$ cat config.mk
export PLATFORM = sky130hd
export DESIGN_NAME = bus_arbiter_flat
export DESIGN_NICKNAME = d
export VERILOG_FILES = /design/src/rtl/bus_arbiter_pkg.sv /design/src/rtl/bus_arbiter_if.sv /design/src/rtl/bus_arbiter_rr_pick.sv /design/src/rtl/bus_arbiter.sv /design/src/flat_wrapper.sv
export SDC_FILE = /design/constraint.sdc
export NUM_CORES = 1
export LEC_CHECK = 0
export ABC_AREA = 1
export CORE_MARGIN = 2
export CORE_UTILIZATION = 38
export CTS_CLUSTER_SIZE = 20
export DETAILED_ROUTE_END_ITERATION = 6
export HOLD_SLACK_MARGIN = 0.08
export PLACE_DENSITY = 0.81
export SETUP_SLACK_MARGIN = 0.05
export SYNTH_ARGS = -nofsm -noshare
export SYNTH_HDL_FRONTEND = slang
export SYNTH_HIERARCHICAL = 1
export SYNTH_SLANG_ARGS = --single-unit
$ cat constraint.sdc
create_clock -name clk -period 1.8 [get_ports clk]
set_input_delay 0.54 -clock clk [delete_from_list [all_inputs] [get_ports clk]]
set_output_delay 0.54 -clock clk [all_outputs]
set_load 0.05 [all_outputs]
$ cat src/rtl/bus_arbiter_pkg.sv
// Shared definitions for the four-master bus arbiter.
// Holds the active-low enable / read-write encodings, the default bus
// geometry, the arbiter state encoding and a small pointer helper.
package bus_arbiter_pkg;

  localparam logic ENABLE_  = 1'b0;
  localparam logic DISABLE_ = 1'b1;
  localparam logic READ     = 1'b1;
  localparam logic WRITE    = 1'b0;

  localparam int DEF_BUS_ADDR_WIDTH = 10;
  localparam int DEF_DATA_WIDTH     = 8;
  localparam logic [DEF_BUS_ADDR_WIDTH-1:0] DEF_IO_BASE = 10'h200;

  typedef enum logic [1:0] {
    IDLE  = 2'b00,
    GRANT = 2'b01,
    TURN  = 2'b10
  } arb_state_t;

  // Round-robin pointer advance (wraps mod 4).
  function automatic logic [1:0] next_ptr(input logic [1:0] p);
    return p + 2'd1;
  endfunction

endpackage

$ cat src/rtl/bus_arbiter_if.sv
// Bus bundle between the four masters and the arbiter / memory-IO side.
//   breq_[3:0]            per-master request, active low (0=CPU0,1=CPU1,2=DMA,3=spare)
//   bgrt_[3:0]            per-master grant, active low, one-hot-low or all high
//   addrN, wdataN, rwN_   per-master address, write data, read(1)/write(0)
//   maddr, mwdata, mrw_   owner's cycle muxed toward memory/IO
//   mem_cs_, io_cs_       address-decoded selects, active low
//   tout                  one-cycle pulse after a forced release
// Modports: master = requester side, slave = arbiter side.
interface bus_arbiter_if #(
  parameter int BUS_ADDR_WIDTH = 10,
  parameter int DATA_WIDTH     = 8
);
  logic [3:0]                breq_;
  logic [3:0]                bgrt_;
  logic [BUS_ADDR_WIDTH-1:0] addr0, addr1, addr2, addr3;
  logic [DATA_WIDTH-1:0]     wdata0, wdata1, wdata2, wdata3;
  logic                      rw0_, rw1_, rw2_, rw3_;
  logic [BUS_ADDR_WIDTH-1:0] maddr;
  logic [DATA_WIDTH-1:0]     mwdata;
  logic                      mrw_;
  logic                      mem_cs_;
  logic                      io_cs_;
  logic                      tout;

  modport master (
    output breq_, addr0, addr1, addr2, addr3,
           wdata0, wdata1, wdata2, wdata3, rw0_, rw1_, rw2_, rw3_,
    input  bgrt_, maddr, mwdata, mrw_, mem_cs_, io_cs_, tout
  );

  modport slave (
    input  breq_, addr0, addr1, addr2, addr3,
           wdata0, wdata1, wdata2, wdata3, rw0_, rw1_, rw2_, rw3_,
    output bgrt_, maddr, mwdata, mrw_, mem_cs_, io_cs_, tout
  );
endinterface

$ cat src/rtl/bus_arbiter_rr_pick.sv
// Combinational round-robin picker.
//   req[3:0]    active-high requests
//   ptr[1:0]    scan start position
//   winner[1:0] first requester at or above ptr (mod 4)
//   valid       any request present
module rr_pick (
  input  logic [3:0] req,
  input  logic [1:0] ptr,
  output logic [1:0] winner,
  output logic       valid
);
  logic [1:0] idx;

  // Scan from the farthest offset down so the nearest hit wins last.
  always_comb begin
    winner = ptr;
    valid  = 1'b0;
    idx    = ptr;
    for (int i = 3; i >= 0; i--) begin
      idx = ptr + 2'(i);
      if (req[idx]) begin
        winner = idx;
        valid  = 1'b1;
      end
    end
  end
endmodule

$ cat src/rtl/bus_arbiter.sv
// Four-master round-robin bus arbiter with tenure-limited preemption.
// Ports:
//   clk     rising-edge clock
//   reset_  asynchronous active-low reset
//   bus     bus_arbiter_if.slave (requests, master cycles, muxed cycle, selects, tout)
//
// state | meaning
// IDLE  | no owner, grant the round-robin winner at the next edge
// GRANT | owner holds the bus, its cycle is muxed out and decoded
// TURN  | one all-high gap cycle after any release, then regrant or idle
module bus_arbiter
  import bus_arbiter_pkg::*;
#(
  parameter int                        BUS_ADDR_WIDTH = DEF_BUS_ADDR_WIDTH,
  parameter int                        DATA_WIDTH     = DEF_DATA_WIDTH,
  parameter logic [BUS_ADDR_WIDTH-1:0] IO_BASE        = BUS_ADDR_WIDTH'(DEF_IO_BASE),
  parameter logic [7:0]                MAX_TENURE     = 8'd64
) (
  input logic          clk,
  input logic          reset_,
  bus_arbiter_if.slave bus
);

  arb_state_t state_q, state_d;
  logic [1:0] owner_q, owner_d;
  logic [1:0] rr_q, rr_d;
  logic [7:0] tenure_q, tenure_d;
  logic       tout_q, tout_d;

  logic [3:0] req;
  logic [3:0] owner_mask;
  logic [1:0] pick;
  logic       pick_vld;
  logic       owner_req;
  logic       other_req;
  logic       tenure_hit;

  logic [3:0]                bgrt;
  logic [BUS_ADDR_WIDTH-1:0] maddr;
  logic [DATA_WIDTH-1:0]     mwdata;
  logic                      mrw;
  logic                      mem_cs;
  logic                      io_cs;

  assign req        = ~bus.breq_;
  assign owner_mask = 4'b0001 << owner_q;
  assign owner_req  = req[owner_q];
  assign other_req  = |(req & ~owner_mask);
  assign tenure_hit = (MAX_TENURE != 8'd0) && (tenure_q == MAX_TENURE - 8'd1);

  rr_pick u_rr_pick (
    .req    (req),
    .ptr    (rr_q),
    .winner (pick),
    .valid  (pick_vld)
  );

  always_ff @(posedge clk or negedge reset_) begin
    if (!reset_) begin
      state_q  <= IDLE;
      owner_q  <= 2'd0;
      rr_q     <= 2'd0;
      tenure_q <= 8'd0;
      tout_q   <= 1'b0;
    end else begin
      state_q  <= state_d;
      owner_q  <= owner_d;
      rr_q     <= rr_d;
      tenure_q <= tenure_d;
      tout_q   <= tout_d;
    end
  end

  // rr always points one past the latest owner, so a preempted master is
  // naturally skipped on the regrant out of TURN.
  always_comb begin
    state_d  = state_q;
    owner_d  = owner_q;
    rr_d     = rr_q;
    tenure_d = tenure_q;
    tout_d   = 1'b0;
    case (state_q)
      IDLE, TURN: begin
        if (pick_vld) begin
          state_d  = GRANT;
          owner_d  = pick;
          rr_d     = next_ptr(pick);
          tenure_d = 8'd0;
        end else begin
          state_d = IDLE;
        end
      end
      GRANT: begin
        if (tenure_q != 8'hFF) tenure_d = tenure_q + 8'd1;
        if (!owner_req) begin
          state_d = TURN;
        end else if (tenure_hit && other_req) begin
          state_d = TURN;
          tout_d  = 1'b1;
        end
      end
      default: state_d = IDLE;
    endcase
  end

  always_comb begin
    bgrt   = 4'hF;
    maddr  = '0;
    mwdata = '0;
    mrw    = READ;
    mem_cs = DISABLE_;
    io_cs  = DISABLE_;
    if (state_q == GRANT) begin
      bgrt[owner_q] = ENABLE_;
      case (owner_q)
        2'd0:    begin maddr = bus.addr0; mwdata = bus.wdata0; mrw = bus.rw0_; end
        2'd1:    begin maddr = bus.addr1; mwdata = bus.wdata1; mrw = bus.rw1_; end
        2'd2:    begin maddr = bus.addr2; mwdata = bus.wdata2; mrw = bus.rw2_; end
        default: begin maddr = bus.addr3; mwdata = bus.wdata3; mrw = bus.rw3_; end
      endcase
      if (maddr < IO_BASE) mem_cs = ENABLE_;
      else                 io_cs  = ENABLE_;
    end
  end

  assign bus.bgrt_   = bgrt;
  assign bus.maddr   = maddr;
  assign bus.mwdata  = mwdata;
  assign bus.mrw_    = mrw;
  assign bus.mem_cs_ = mem_cs;
  assign bus.io_cs_  = io_cs;
  assign bus.tout    = tout_q;

endmodule

$ cat src/flat_wrapper.sv
// flat-port wrapper written by rule: the top's interface ports become plain ports
module bus_arbiter_flat import bus_arbiter_pkg::*;
#(
  parameter int                        BUS_ADDR_WIDTH = DEF_BUS_ADDR_WIDTH,
  parameter int                        DATA_WIDTH     = DEF_DATA_WIDTH,
  parameter logic [BUS_ADDR_WIDTH-1:0] IO_BASE        = BUS_ADDR_WIDTH'(DEF_IO_BASE),
  parameter logic [7:0]                MAX_TENURE     = 8'd64
)
  (clk, reset_, bus_breq_, bus_addr0, bus_addr1, bus_addr2, bus_addr3, bus_wdata0, bus_wdata1, bus_wdata2, bus_wdata3, bus_rw0_, bus_rw1_, bus_rw2_, bus_rw3_, bus_bgrt_, bus_maddr, bus_mwdata, bus_mrw_, bus_mem_cs_, bus_io_cs_, bus_tout);
  bus_arbiter_if #(.BUS_ADDR_WIDTH(BUS_ADDR_WIDTH), .DATA_WIDTH(DATA_WIDTH)) bus_i ();
  input logic clk;
  input logic reset_;
  input wire logic [$bits(bus_i.breq_)-1:0] bus_breq_;
  input wire logic [$bits(bus_i.addr0)-1:0] bus_addr0;
  input wire logic [$bits(bus_i.addr1)-1:0] bus_addr1;
  input wire logic [$bits(bus_i.addr2)-1:0] bus_addr2;
  input wire logic [$bits(bus_i.addr3)-1:0] bus_addr3;
  input wire logic [$bits(bus_i.wdata0)-1:0] bus_wdata0;
  input wire logic [$bits(bus_i.wdata1)-1:0] bus_wdata1;
  input wire logic [$bits(bus_i.wdata2)-1:0] bus_wdata2;
  input wire logic [$bits(bus_i.wdata3)-1:0] bus_wdata3;
  input wire logic [$bits(bus_i.rw0_)-1:0] bus_rw0_;
  input wire logic [$bits(bus_i.rw1_)-1:0] bus_rw1_;
  input wire logic [$bits(bus_i.rw2_)-1:0] bus_rw2_;
  input wire logic [$bits(bus_i.rw3_)-1:0] bus_rw3_;
  output wire logic [$bits(bus_i.bgrt_)-1:0] bus_bgrt_;
  output wire logic [$bits(bus_i.maddr)-1:0] bus_maddr;
  output wire logic [$bits(bus_i.mwdata)-1:0] bus_mwdata;
  output wire logic [$bits(bus_i.mrw_)-1:0] bus_mrw_;
  output wire logic [$bits(bus_i.mem_cs_)-1:0] bus_mem_cs_;
  output wire logic [$bits(bus_i.io_cs_)-1:0] bus_io_cs_;
  output wire logic [$bits(bus_i.tout)-1:0] bus_tout;
  assign bus_i.breq_ = bus_breq_;
  assign bus_i.addr0 = bus_addr0;
  assign bus_i.addr1 = bus_addr1;
  assign bus_i.addr2 = bus_addr2;
  assign bus_i.addr3 = bus_addr3;
  assign bus_i.wdata0 = bus_wdata0;
  assign bus_i.wdata1 = bus_wdata1;
  assign bus_i.wdata2 = bus_wdata2;
  assign bus_i.wdata3 = bus_wdata3;
  assign bus_i.rw0_ = bus_rw0_;
  assign bus_i.rw1_ = bus_rw1_;
  assign bus_i.rw2_ = bus_rw2_;
  assign bus_i.rw3_ = bus_rw3_;
  assign bus_bgrt_ = bus_i.bgrt_;
  assign bus_maddr = bus_i.maddr;
  assign bus_mwdata = bus_i.mwdata;
  assign bus_mrw_ = bus_i.mrw_;
  assign bus_mem_cs_ = bus_i.mem_cs_;
  assign bus_io_cs_ = bus_i.io_cs_;
  assign bus_tout = bus_i.tout;
  bus_arbiter #(.BUS_ADDR_WIDTH(BUS_ADDR_WIDTH), .DATA_WIDTH(DATA_WIDTH), .IO_BASE(IO_BASE), .MAX_TENURE(MAX_TENURE)) u_core (.clk(clk), .reset_(reset_), .bus(bus_i));
endmodule
Word-level counts from Yosys, hierarchy flattened
Index checks and enable logic that the tools add are counted.

$add $sub $neg: 5. Order comparisons: 7. Equal/unequal tests: 9. Shifts and indexed selects: 1. Mux-type cells: 42. Bitwise logic cells: 4. Reduce and logical (&&, ||, !) cells: 9.

Operators with widths (number): 10-bit one-hot mux with 3 select lines (1); 8-bit 2-to-1 mux (3); 8-bit one-hot mux with 3 select lines (1); 10-bit 2-to-1 mux (2); 1-bit 2-to-1 mux (19); 8-bit one-hot mux with 2 select lines (1); 2-bit by 3-bit < comparator with 1-bit output, second input constant (5); 2-bit 2-to-1 mux (6); 4-bit NOT (3); 1-bit binary-select mux with 2-bit select (5); 10-bit < comparator, second input constant (1); 8-bit by 1-bit adder with 8-bit output, second input constant (1); 8-bit by 6-bit == test with 1-bit output, second input constant (1); 8-bit inequality test, second input constant (1); 2-bit by 1-bit adder with 2-bit output, second input constant (2); 2-bit adder, second input constant (2); 4-bit bitwise AND (1); 2-bit by 1-bit == test with 1-bit output, second input constant (2); 2-bit == test, second input constant (2); 2-bit logical NOT (2); 4-bit 2-to-1 mux (1); 2-bit by 1-bit inequality test with 1-bit output, second input constant (2); 2-bit one-hot mux with 2 select lines (1); 4-bit OR reduction (1); 10 further kinds (11).

Bits in registers: 15. Input port bits: 82. Output and inout bits: 26.

Logic depth before layout (Yosys ltp)
Depth after elaboration: 9. Gate-level depth with buffers: 14. Depth with buffers taken out: 13.

By module
Netlist, hierarchy kept.

Modules (own cells, without submodules): bus_arbiter (instances 1, cells each 263, area each 1567.8 µm²); rr_pick (instances 1, cells each 53, area each 234.0 µm²).

Worst setup path before layout
No wires, ideal clock.

Path kind: reg2out. Start: reg u_core.owner_q[1]. End: out bus_io_cs_. Arrival time: 1662 ps. Data required time: 1260 ps. Setup slack: -402 ps. Stages on the path, launching flop included: 9. Path through: dfrtp_1 -> buf_4 -> nor2_2 -> buf_4 -> nand2_2 -> nand3_2 -> o21ai_2 -> nor2_2 -> inv_2.

Cells in the longest elaborated chain, start to end: 6.

RTL lines: start, declared (RTL line bus_arbiter.sv:25) `logic [1:0] owner_q, owner_d;`; start signal, assigned (RTL line bus_arbiter.sv:67) `owner_q <= owner_d;`; 2-bit == test, or another cell as far along (RTL line bus_arbiter.sv:115) `case (owner_q)`; 10-bit one-hot mux with 3 select lines * (RTL line bus_arbiter.sv:115); 10-bit 2-to-1 mux * (RTL line bus_arbiter.sv:113) `if (state_q == GRANT) begin`; 10-bit < comparator * (RTL line bus_arbiter.sv:121) `if (maddr < IO_BASE) mem_cs = ENABLE_;`; 1-bit 2-to-1 mux * (RTL line bus_arbiter.sv:121); 1-bit 2-to-1 mux * (RTL line bus_arbiter.sv:113); end, declared (RTL line flat_wrapper.sv:31) `output wire logic [$bits(bus_i.io_cs_)-1:0] bus_io_cs_;`.

Mark *: on every way between the ends. The rest lies on a longest branch, timed or not. The select of a mux whose other input is x is not followed.

Final worst setup path
Start: reg u_core.owner_q[1]. End: out bus_mwdata[0].

Cells in the longest elaborated chain, start to end: 3.

RTL lines: 2-bit == test, or another cell as far along (RTL line bus_arbiter.sv:115); 8-bit one-hot mux with 3 select lines * (RTL line bus_arbiter.sv:115); 8-bit 2-to-1 mux * (RTL line bus_arbiter.sv:113); end, declared (RTL line flat_wrapper.sv:28) `output wire logic [$bits(bus_i.mwdata)-1:0] bus_mwdata;`.

Mark *: on every way between the ends. The rest lies on a longest branch, timed or not.

==> impl_results.md <==
- Outcome: finished with violations
- Failing checks: setup timing
- Slew at the pin with the worst max-slew slack: 0.240 ns
- Setup TNS: -5.77 ns
- Synth cell count leaders: nand2_1 (151), inv_1 (34), nand3_1 (18)
- Synth top area share: 31.5%
- Top cells by area, synth: nand2_1 (31%), dfrtp_1 (21%), inv_1 (7.1%)
- Max VDD drop: 1.29 mV
- Avg WL per Cell: 14.3 µm
- Worst r2r path cells: 13
- Hold Crit Class: reg -> reg
- Diode count: 0
- Seq/Total Area, Yosys: 20.8%
- Vias: 2504
- R2R setup slack: 0.14 ns
- WP data arrival: 1.56 ns
- Ys flop type: dfrtp_1
- Critical Path, Cell by Cell: nand2_4, clkinv_8, nand2_1, nand4_1, nand2_2, clkinvlp_4, buf_12
- Yosys cell types: 32
- Synth Net Count: 399
- Post-synth ARST share: 100%
- Layout Skew: 0.00259 ns
- Die Height: 72.9 µm
- Initial drt markers: 151
- Vias in the first global route: 2217
- Remaining DRCs: 0
- Setup ws final: -0.298 ns
- Unrepaired setup endpoints after global routing: true
- Yosys top cell by area: nand2_1
- CP Data Required Time: 1.26 ns
- Initial DRT Pass Iterations: 4
- Layout cells sized above 1: 35.1%
- # setup viols final: 24
- Area of the mapped netlist: 1800 µm²
- Area delta synth->final: 97.4%
- Gr ovfl total: 0
- Reg clk slew, reported paths: 0.06 ns
- Element type at the critical path start: flop
- CTS tree: done
- Syn avg cell area: 5.70 µm²
- Synth Warn #: 6
- Reg2reg end: u_core/tenure_q[5]$_DFFE_PN0P_
- Initial antenna violation count: 0
- Die width: 72.9 µm
- CTS root buf: clkbuf_8
- Final period util: 117%
- Die Area: 5310 µm²
- Clock latency on the worst-skew pair: 0.25 ns
- Final Hold Fails: 0
- RR Startpoint: u_core/rr_q[0]$_DFFE_PN0P_
- Core area: 4660 µm²
- Routed Wire Length: 7110 µm
- Vias per cell: 5.03
- MaxCap Viol Count: 0
- Tmin final: 2.10 ns
- RD Place Congestion: 0.923
- Slew margin rel.: 83.9%
- Pre-CTS setup slack: -0.442 ns
- Critical path destination: bus_mwdata[0]
- Gr usage total: 25.3%
- Final Slew Violations: 0
- Deepest clock path buffer count: 2
- Tot Pwr: 6470 µW
- Hold buffer count at cts: 0
- Worst path slowest cell: dfrtp_2
- WS Path Type: reg -> out
- # IOs: 108
- TritonCTS buffer count: 3
- Most common cell in the netlist: nand2_1
- Fillcell total: 308
- Clk sink count: 15
- Final net count: 528
- Post-DP HPWL: 5160 µm
- Htree depth: 1
- Maximum number of pins on one net before global-route repair: 20
- Worst setup startpoint: u_core/owner_q[1]$_DFFE_PN0P_
- Max frequency: 477 MHz
- Row cnt: 25
- Global-route wire length before repair: 10800 µm
- Post-synth EDFFs: 0
- Port buffer count: 107
- Crit path capture type: output port
- Starting Density: 38.7%
- Highest net fanout along the worst path: 19
- Critical Path Max Stage Delay: 0.50 ns
- Post-synthesis register bit count: 15
- Synth Instances: 316
- Post-route ant nets: 0
- Static Leakage: 0.00160 µW
- PwrDens: 1820 nW/µm²
[layout make-up]
type | count | area [µm²] | share of cell area [%]
clock buffers | 3 | 41.3 | 1.16
clock inverters | 1 | 5.00 | 0.141
inverters | 46 | 264 | 7.42
multi-input cells | 244 | 1270 | 35.7
flip-flops and latches | 15 | 380 | 10.7
well taps | 54 | 67.6 | 1.90
repair buffers | 134 | 1520 | 42.7
repair inverters | 1 | 11.3 | 0.317
[cell usage in the layout, fill, tap and decap left out, drive strengths merged, types with 3 or more instances in the layout]
| master | synthesis | layout |
|---|---|---|
| buf | 11 | 53 |
| clkbuf | 0 | 3 |
| clkdlybuf4s50 | 0 | 74 |
| clkinvlp | 0 | 15 |
| dfrtp | 15 | 15 |
| dlygate4sd2 | 0 | 6 |
| inv | 46 | 31 |
| nand2 | 169 | 169 |
| nand3 | 20 | 20 |
| nand4 | 17 | 17 |
| nor2 | 10 | 10 |
| o21ai | 14 | 14 |
[worst max-delay path, delay by kind of cell, from the launching register on]
family | cells | cell delay [ns]
flip-flops | 1 | 0.50
buffers and inverters | 3 | 0.34
AND/OR/NAND/NOR | 4 | 0.46
[layer usage]
layer / track usage, % / part of all wire [%] / vias to the layer above
met5: 0 / 0 / -
met3: 3.73 / 8.1 / 8
met1: 32.1 / 40 / 1145
met4: 3.70 / 0.97 / 0
li1: - / - / 1227
met2: 46.3 / 51 / 124
[kinds of logic after synthesis]
kind of cell             after synthesis  synth area share [%]
adder cells (fa/ha/maj)                1                 0.694
flip-flops                            15                  20.8
XOR/XNOR                               3                  1.46
AND/OR/NAND/NOR                      220                  54.4
AO/OA/AOI/OAI                         20                  7.15
buffers and inverters                 57                  15.4
[flip-flops by register name, summed over array words and instances, names as in the netlist]
| register | cells |
|---|---|
| u_core/tenure_q | 8 |
| u_core/owner_q | 2 |
| u_core/rr_q | 2 |
| u_core/state_q | 2 |
| u_core/bus.tout | 1 |
[power breakdown]
part	internal (µW)	switching, µW	leakage, µW
clock	153	124	0.0000255
sequential	445	175	0.000191
combinational	2390	3180	0.00138
total	2990	3480	0.00160
[worst min-delay path by stage]
stage / depth (start not counted) / slack, ns / from / endpoint
3_3_place_gp: 2 / 0.50 / u_core/tenure_q[7]$_DFFE_PN0P_ / u_core/tenure_q[7]$_DFFE_PN0P_
4_1_cts: 2 / 0.52 / u_core/tenure_q[7]$_DFFE_PN0P_ / u_core/tenure_q[7]$_DFFE_PN0P_
3_5_place_dp: 2 / 0.50 / u_core/tenure_q[7]$_DFFE_PN0P_ / u_core/tenure_q[7]$_DFFE_PN0P_
6_report: 2 / 0.53 / u_core/tenure_q[7]$_DFFE_PN0P_ / u_core/tenure_q[7]$_DFFE_PN0P_
2_1_floorplan: 0 / 0.24 / reset_ / u_core/bus.tout$_DFF_PN0_
5_1_grt: 2 / 0.55 / u_core/tenure_q[7]$_DFFE_PN0P_ / u_core/tenure_q[7]$_DFFE_PN0P_
[through the flow]
stage | hold WS [ns] | cell area, µm² | cells | utilization (%)
2_1_floorplan | 0.244 | 1890 | 316 | -
3_3_place_gp | 0.499 | 3260 | 484 | 69.9
3_5_place_dp | 0.503 | 3260 | 484 | 69.9
4_1_cts | 0.523 | 3460 | 495 | 74.2
5_1_grt | 0.551 | 3560 | 498 | 76.3
6_report | 0.525 | 3560 | 498 | 76.3
[repair_timing]
| action | 4_1_cts | 5_1_grt |
|---|---|---|
| resized for setup | 43 | 31 |
| cloned | 1 | 0 |
| setup buffers | 6 | 3 |
| setup endpoints to repair | 37 | 37 |
| pin swaps | 14 | 8 |
(Power assumes the default switching activity.)
